==> src/rtl/in_port_arbiter_pkg.sv <==
// Shared types and width helpers for the CPU input-port arbiter.
//   arb_state_t  : arbiter FSM state encoding
//   clog2_min1() : ceil(log2(n)) clamped to at least 1, for index/counter widths
package in_port_arbiter_pkg;

    typedef enum logic [1:0] {
        StIdle = 2'd0,
        StArb  = 2'd1,
        StAck  = 2'd2
    } arb_state_t;

    // A width of zero is not representable, so degenerate sizes still get one bit.
    function automatic int unsigned clog2_min1(input int unsigned n);
        return (n <= 1) ? 1 : $clog2(n);
    endfunction

endpackage

==> src/rtl/in_port_arbiter_if.sv <==
// Bundle of the CPU read port and the producer-source handshake of the input-port arbiter.
//   cpu_rd_req/ack/data/timeout : CPU read transaction
//   src_valid/src_data/src_ready : per-source valid/ready word transfer
//   grant_id, busy               : status
// Modports:
//   slave  : the arbiter (responds to the CPU, consumes from the sources)
//   master : the environment (CPU plus producer sources)
interface in_port_arbiter_if #(
    parameter int unsigned NUM_REQ = 4,
    parameter int unsigned DATA_W  = 8
);
    localparam int unsigned IdW = in_port_arbiter_pkg::clog2_min1(NUM_REQ);

    logic                        cpu_rd_req;
    logic [DATA_W-1:0]           cpu_rd_data;
    logic                        cpu_rd_ack;
    logic                        cpu_rd_timeout;
    logic [NUM_REQ-1:0]          src_valid;
    logic [NUM_REQ*DATA_W-1:0]   src_data;
    logic [NUM_REQ-1:0]          src_ready;
    logic [IdW-1:0]              grant_id;
    logic                        busy;

    modport slave (
        input  cpu_rd_req,
        input  src_valid,
        input  src_data,
        output cpu_rd_data,
        output cpu_rd_ack,
        output cpu_rd_timeout,
        output src_ready,
        output grant_id,
        output busy
    );

    modport master (
        output cpu_rd_req,
        output src_valid,
        output src_data,
        input  cpu_rd_data,
        input  cpu_rd_ack,
        input  cpu_rd_timeout,
        input  src_ready,
        input  grant_id,
        input  busy
    );

endinterface

==> src/rtl/in_port_arbiter_rr_pick.sv <==
// Combinational rotating-priority picker.
//   req_i : request vector
//   ptr_i : highest-priority index this round (must be < NumReq)
//   any_o : at least one request set
//   idx_o : first set index at or after ptr_i, wrapping modulo NumReq
module in_port_arbiter_rr_pick #(
    parameter int unsigned NumReq = 4,
    parameter int unsigned IdxW   = 2
) (
    input  logic [NumReq-1:0] req_i,
    input  logic [IdxW-1:0]   ptr_i,
    output logic              any_o,
    output logic [IdxW-1:0]   idx_o
);

    // One extra bit so ptr + offset cannot overflow before the modulo fold.
    localparam int unsigned SumW = IdxW + 1;

    logic [SumW-1:0] cand;

    always_comb begin
        any_o = 1'b0;
        idx_o = '0;
        cand  = '0;
        for (int i = 0; i < int'(NumReq); i++) begin
            cand = {1'b0, ptr_i} + SumW'(i);
            if (cand >= SumW'(NumReq)) begin
                cand = cand - SumW'(NumReq);
            end
            if (!any_o && req_i[cand[IdxW-1:0]]) begin
                any_o = 1'b1;
                idx_o = cand[IdxW-1:0];
            end
        end
    end

endmodule

==> src/rtl/in_port_arbiter.sv <==
// Arbitrates the CPU's external input port between NUM_REQ producer sources.
// On a CPU read request one valid source is chosen with rotating priority, its word is
// consumed through valid/ready and returned with a one-cycle registered ack. When no source
// offers a word within TIMEOUT arbitration cycles, DEFAULT_DATA is returned with a timeout flag.
// Ports:
//   clk    : rising-edge clock
//   nReset : asynchronous active-low reset
//   bus    : in_port_arbiter_if.slave (CPU read port, source handshake, grant_id, busy)
module in_port_arbiter
    import in_port_arbiter_pkg::*;
#(
    parameter int unsigned       NUM_REQ      = 4,
    parameter int unsigned       DATA_W       = 8,
    parameter int unsigned       TIMEOUT      = 15,
    parameter logic [DATA_W-1:0] DEFAULT_DATA = '0
) (
    input  logic              clk,
    input  logic              nReset,
    in_port_arbiter_if.slave  bus
);

    localparam int unsigned    IdW        = clog2_min1(NUM_REQ);
    localparam int unsigned    CntW       = clog2_min1(TIMEOUT + 1);
    localparam logic [CntW-1:0] TimeoutCnt = CntW'(TIMEOUT);
    localparam logic [IdW-1:0]  LastIdx    = IdW'(NUM_REQ - 1);

    arb_state_t        state_q, state_d;
    logic [IdW-1:0]    rr_ptr_q, rr_ptr_d;
    logic [CntW-1:0]   wait_cnt_q, wait_cnt_d;
    logic [DATA_W-1:0] data_q, data_d;
    logic              ack_q, ack_d;
    logic              timeout_q, timeout_d;
    logic [IdW-1:0]    grant_id_q, grant_id_d;

    logic                           pick_any;
    logic [IdW-1:0]                 pick_idx;
    logic [NUM_REQ-1:0]             src_ready;
    logic [NUM_REQ-1:0][DATA_W-1:0] src_words;

    assign src_words = bus.src_data;

    in_port_arbiter_rr_pick #(
        .NumReq (NUM_REQ),
        .IdxW   (IdW)
    ) u_rr_pick (
        .req_i  (bus.src_valid),
        .ptr_i  (rr_ptr_q),
        .any_o  (pick_any),
        .idx_o  (pick_idx)
    );

    always_comb begin
        state_d    = state_q;
        rr_ptr_d   = rr_ptr_q;
        wait_cnt_d = wait_cnt_q;
        data_d     = data_q;
        grant_id_d = grant_id_q;
        ack_d      = 1'b0;
        timeout_d  = 1'b0;
        src_ready  = '0;

        unique case (state_q)
            StIdle: begin
                if (bus.cpu_rd_req) begin
                    state_d    = StArb;
                    wait_cnt_d = '0;
                end
            end
            StArb: begin
                if (!bus.cpu_rd_req) begin
                    // CPU withdrew the request: abandon without touching priority.
                    state_d = StIdle;
                end else if (pick_any) begin
                    src_ready[pick_idx] = 1'b1;
                    data_d              = src_words[pick_idx];
                    grant_id_d          = pick_idx;
                    rr_ptr_d            = (pick_idx == LastIdx) ? '0 : pick_idx + 1'b1;
                    ack_d               = 1'b1;
                    state_d             = StAck;
                end else if (wait_cnt_q == TimeoutCnt) begin
                    data_d    = DEFAULT_DATA;
                    timeout_d = 1'b1;
                    ack_d     = 1'b1;
                    state_d   = StAck;
                end else begin
                    wait_cnt_d = wait_cnt_q + 1'b1;
                end
            end
            StAck: begin
                // Unconditional return to idle keeps a held request from being granted twice.
                state_d = StIdle;
            end
            default: begin
                state_d = StIdle;
            end
        endcase
    end

    always_ff @(posedge clk or negedge nReset) begin
        if (!nReset) begin
            state_q    <= StIdle;
            rr_ptr_q   <= '0;
            wait_cnt_q <= '0;
            data_q     <= '0;
            ack_q      <= 1'b0;
            timeout_q  <= 1'b0;
            grant_id_q <= '0;
        end else begin
            state_q    <= state_d;
            rr_ptr_q   <= rr_ptr_d;
            wait_cnt_q <= wait_cnt_d;
            data_q     <= data_d;
            ack_q      <= ack_d;
            timeout_q  <= timeout_d;
            grant_id_q <= grant_id_d;
        end
    end

    assign bus.src_ready      = src_ready;
    assign bus.cpu_rd_data    = data_q;
    assign bus.cpu_rd_ack     = ack_q;
    assign bus.cpu_rd_timeout = timeout_q;
    assign bus.grant_id       = grant_id_q;
    assign bus.busy           = (state_q != StIdle);

endmodule

==> src/flat_wrapper.sv <==
// flat-port wrapper written by rule: the top's interface ports become plain ports
module in_port_arbiter_flat import in_port_arbiter_pkg::*;
#(
    parameter int unsigned       NUM_REQ      = 4,
    parameter int unsigned       DATA_W       = 8,
    parameter int unsigned       TIMEOUT      = 15,
    parameter logic [DATA_W-1:0] DEFAULT_DATA = '0
)
  (clk, nReset, bus_cpu_rd_req, bus_src_valid, bus_src_data, bus_cpu_rd_data, bus_cpu_rd_ack, bus_cpu_rd_timeout, bus_src_ready, bus_grant_id, bus_busy);
  in_port_arbiter_if #(.NUM_REQ(NUM_REQ), .DATA_W(DATA_W)) bus_i ();
  input  logic clk;
  input  logic nReset;
  input wire logic [$bits(bus_i.cpu_rd_req)-1:0] bus_cpu_rd_req;
  input wire logic [$bits(bus_i.src_valid)-1:0] bus_src_valid;
  input wire logic [$bits(bus_i.src_data)-1:0] bus_src_data;
  output wire logic [$bits(bus_i.cpu_rd_data)-1:0] bus_cpu_rd_data;
  output wire logic [$bits(bus_i.cpu_rd_ack)-1:0] bus_cpu_rd_ack;
  output wire logic [$bits(bus_i.cpu_rd_timeout)-1:0] bus_cpu_rd_timeout;
  output wire logic [$bits(bus_i.src_ready)-1:0] bus_src_ready;
  output wire logic [$bits(bus_i.grant_id)-1:0] bus_grant_id;
  output wire logic [$bits(bus_i.busy)-1:0] bus_busy;
  assign bus_i.cpu_rd_req = bus_cpu_rd_req;
  assign bus_i.src_valid = bus_src_valid;
  assign bus_i.src_data = bus_src_data;
  assign bus_cpu_rd_data = bus_i.cpu_rd_data;
  assign bus_cpu_rd_ack = bus_i.cpu_rd_ack;
  assign bus_cpu_rd_timeout = bus_i.cpu_rd_timeout;
  assign bus_src_ready = bus_i.src_ready;
  assign bus_grant_id = bus_i.grant_id;
  assign bus_busy = bus_i.busy;
  in_port_arbiter #(.NUM_REQ(NUM_REQ), .DATA_W(DATA_W), .TIMEOUT(TIMEOUT), .DEFAULT_DATA(DEFAULT_DATA)) u_core (.clk(clk), .nReset(nReset), .bus(bus_i));
endmodule
==> config.mk <==
export PLATFORM = sky130hd
export DESIGN_NAME = in_port_arbiter_flat
export DESIGN_NICKNAME = d
export VERILOG_FILES = /design/src/rtl/in_port_arbiter_pkg.sv /design/src/rtl/in_port_arbiter_if.sv /design/src/rtl/in_port_arbiter_rr_pick.sv /design/src/rtl/in_port_arbiter.sv /design/src/flat_wrapper.sv
export SDC_FILE = /design/constraint.sdc
export NUM_CORES = 1
export LEC_CHECK = 0
export ABC_AREA = 1
export CORE_ASPECT_RATIO = 0.6
export CORE_UTILIZATION = 25
export DETAILED_ROUTE_END_ITERATION = 8
export GPL_ROUTABILITY_DRIVEN = 0
export HOLD_SLACK_MARGIN = 0.1
export PLACE_DENSITY_LB_ADDON = 0.1
export SLEW_MARGIN = 5
export SYNTH_ARGS = -nofsm -noshare
export SYNTH_HDL_FRONTEND = slang
export SYNTH_SLANG_ARGS = --single-unit
export TNS_END_PERCENT = 5
==> constraint.sdc <==
create_clock -name clk -period 2.2 [get_ports clk]
set_clock_uncertainty 0.05 [all_clocks]
set_input_delay 0.55 -clock clk [delete_from_list [all_inputs] [get_ports clk]]
set_output_delay 0.55 -clock clk [all_outputs]
set_load 0.05 [all_outputs]
==> impl_metrics.env <==
export IMPL_hold_buffers=0
export IMPL_diodes=0
export IMPL_cts_tree="built"
export IMPL_end_kind="output port"
export IMPL_slew_viol_final=0
export IMPL_crit_family="buffers and inverters"
export IMPL_rsz0062_at_grt="yes"
export IMPL_cts_root_buf="clkbuf_8"
export IMPL_worst_slack_ns=-0.4223
export IMPL_cp_slowest_cell="dfrtp_1"
export IMPL_combPwrFrac_pct=79.5
export IMPL_worst_pin_slew_ns=0.5073
export IMPL_portBuffers=55
export IMPL_synth_compound_area_share_pct=5.593
export IMPL_setup_viol_count_final=4
export IMPL_die_area_um2=6227
export IMPL_synthMuxAreaShare_pct=0
export IMPL_p_sw_share_pct=49.49
export IMPL_synth_area_um2=1476
export IMPL_avgSynthCellArea_um2=6.932
export IMPL_die_x_um=101.2
export IMPL_drc=0
export IMPL_synth_fa_ha_area_share_pct=1.695
export IMPL_clkLatencyLatePin_ns=0.26
export IMPL_status="finished with violations"
export IMPL_area_delta_synth_final_pct=86.36
export IMPL_antenna_found_initial=0
export IMPL_yosys_warnings=0
export IMPL_cp_max_fo=8
export IMPL_first_pass_iters=4
export IMPL_clkTransAtPathRegs_ns=0.08
export IMPL_maxCapViolCount=0
export IMPL_fin_crit_ns=2.622
export IMPL_p_seq_share_pct=13.7
export IMPL_period_share_pct=119.2
export IMPL_num_vias=1683
export IMPL_grt_usage_pct=16.22
export IMPL_wire_per_inst_um=11.86
export IMPL_fill_cells=558
export IMPL_synth_simple_area_share_pct=50.00
export IMPL_viasPerCell=4.349
export IMPL_drt_total_wl_um=4590
export IMPL_cts_buffers=3
export IMPL_finalPower_mw=4.169
export IMPL_synth_distinct_cells=28
export IMPL_grt_max_degree=21
export IMPL_final_cell_mix="nand2_1, clkdlybuf4s50_1, nand3_1, buf_4, dfrtp_1"
export IMPL_rows=21
export IMPL_initial_utilization_pct=26.26
export IMPL_clock_sink_count=20
export IMPL_synth_top_family_by_area="simple AND/OR/NAND/NOR gates"
export IMPL_post_dp_hpwl_um=3518
export IMPL_path_cells="buf_12 -> buf_12 -> nand2_8 -> nand3_4 -> nand2_2 -> inv_1 -> nand2_2 -> nand2_2 -> nand2_4 -> nand2_4 -> buf_6 -> ha_4 -> inv_2 -> nor2_4 -> buf_12"
export IMPL_io_pins=56
export IMPL_final_util_pct=48.93
export IMPL_switching_power_mw=2.063
export IMPL_drt_iter0_drc=74
export IMPL_clock_power_share_pct=6.8
export IMPL_cp_arrival_ns=2.02
export IMPL_peakVddDrop_uv=480.2
export IMPL_max_freq_ghz=0.3813
export IMPL_synth_nets=254
export IMPL_cell_internal_pwr_mw=2.106
export IMPL_mostFrequentLayoutCell="nand2_1"
export IMPL_htreeDepth=1
export IMPL_ys_ff_latch=20
export IMPL_core_area_um2=5623
export IMPL_p_leak_nw=1.274
export IMPL_detail_route_antenna_nets=0
export IMPL_grt_first_pass_wirelength_um=7645
export IMPL_final_nets=349
export IMPL_powerDensity_nw_per_um2=1515
export IMPL_timing_hold_ws_ns=0.4358
export IMPL_violations="setup timing"
export IMPL_drive_gt1_share_pct=33.88
export IMPL_synth_xor_area_share_pct=0
export IMPL_die_y_um=61.53
export IMPL_start_kind="register"
export IMPL_grt_overflow=0
export IMPL_critPathBufInv=6
export IMPL_grt_pass1_vias=1599
export IMPL_worstPathRequired_ns=1.60
export IMPL_slowest_delay_ns=0.43
export IMPL_ys_seq_area_share_pct=33.90
export IMPL_cts_buffer_depth=2
export IMPL_crit_type="reg -> out"
export IMPL_hold_viol_final=0
export IMPL_hold_class="reg -> reg"
export IMPL_slew_headroom_pct=66.08
export IMPL_post_synth_inst_count=213
-- cell usage after synthesis, drive strengths merged --
library cell,n,area [um2]
buf,7,58.80
nor3,3,26.28
nand4,2,27.53
dfrtp,20,500.5
nand2,88,377.9
nor2,12,70.07
o21a,1,7.510
nor4,1,6.260
nand3,46,230.2
ha,2,25.02
o211ai,1,12.51
a21boi,1,7.510
o21ai,6,33.78
o22ai,1,6.260
inv,19,71.32
a21oi,3,15.01
-- per-stage QoR --
step / cells / TNS [ns] / setup WS, ns / area (um2)
6_report: 387 / -1.628 / -0.4223 / 2751
2_1_floorplan: 213 / -0.5066 / -0.1579 / 1569
3_5_place_dp: 370 / -7.301 / -0.7928 / 2440
5_1_grt: 387 / -2.054 / -0.5314 / 2751
3_3_place_gp: 370 / -7.101 / -0.8027 / 2440
4_1_cts: 386 / -1.652 / -0.4341 / 2708
-- worst register-to-register path, stage by stage, from the launching register on --
cell	delay, ns
dfrtp_1	0.43
buf_12	0.15
buf_12	0.12
nand2_4	0.05
nand2_2	0.06
nand2_2	0.06
nand2_4	0.10
nand4_1	0.18
o211ai_4	0.17
buf_4	0.15
buf_4	0.10
buf_6	0.12
nand3_1	0.07
nand3_1	0.09
nand2_1	0.05
-- registers in the layout, indices dropped and copies added (netlist names) --
register / count
u_core.state_q: 2
u_core.rr_ptr_q: 2
u_core.bus.cpu_rd_timeout: 1
u_core.bus.cpu_rd_ack: 1
u_core.bus.cpu_rd_data: 8
u_core.wait_cnt_q: 4
u_core.bus.grant_id: 2
-- routing by layer --
metal	up-vias	share of wire (%)	global-route usage, %
li1	879	-	-
met1	753	52	22.92
met2	47	40	25.27
met3	4	6.6	4.427
met4	0	1.0	2.692
met5	-	0	0
-- power groups by stage --
stage               Clock, mW  Combinational, mW  Sequential (mW)
finish                  0.285               3.31            0.571
global placement            0               2.81            0.581
detailed placement          0               2.81            0.573
CTS                     0.293               3.23            0.571
global route            0.312               3.58            0.584
floorplan                   0               1.55            0.862
-- logic make-up after synthesis --
kind of cell,count (synthesis)
and+or+nand+nor,152
adders and majority gates,2
buffers and inverters,26
AOI/OAI and AO/OA,13
DFF,20
-- path summary, 6_finish.rpt --
check                           cells past startpoint                      start  slack (ns)                         to
worst max-delay path                               15         u_core.rr_ptr_q[0]       -0.42           bus_src_ready[3]
worst max register to register                     14         u_core.rr_ptr_q[0]        0.14  u_core.bus.cpu_rd_data[3]
worst min-delay path                                2  u_core.bus.cpu_rd_data[7]        0.44  u_core.bus.cpu_rd_data[7]
worst min register to register                      2  u_core.bus.cpu_rd_data[7]        0.44  u_core.bus.cpu_rd_data[7]
max in group asynchronous                           2                     nReset        1.28         u_core.rr_ptr_q[1]
min in group asynchronous                           2                     nReset        0.59      u_core.bus.cpu_rd_ack
-- cell type report --
class,instances,area [um2],area share (%)
Sequential cell,20,501.7,18.24
Tap cell,80,100.1,3.638
Timing Repair Buffer,97,965.9,35.11
Clock buffer,4,55.05,2.001
Inverter,19,93.84,3.411
Multi-Input combinational cell,167,1035,37.61
-- what timing repair did --
item,in CTS,in global routing
gates resized for setup,37,8
buffers inserted,12,1
setup endpoints to repair,14,12
pin swaps,21,7
No activity file was read; power rests on OpenSTA's default activity.
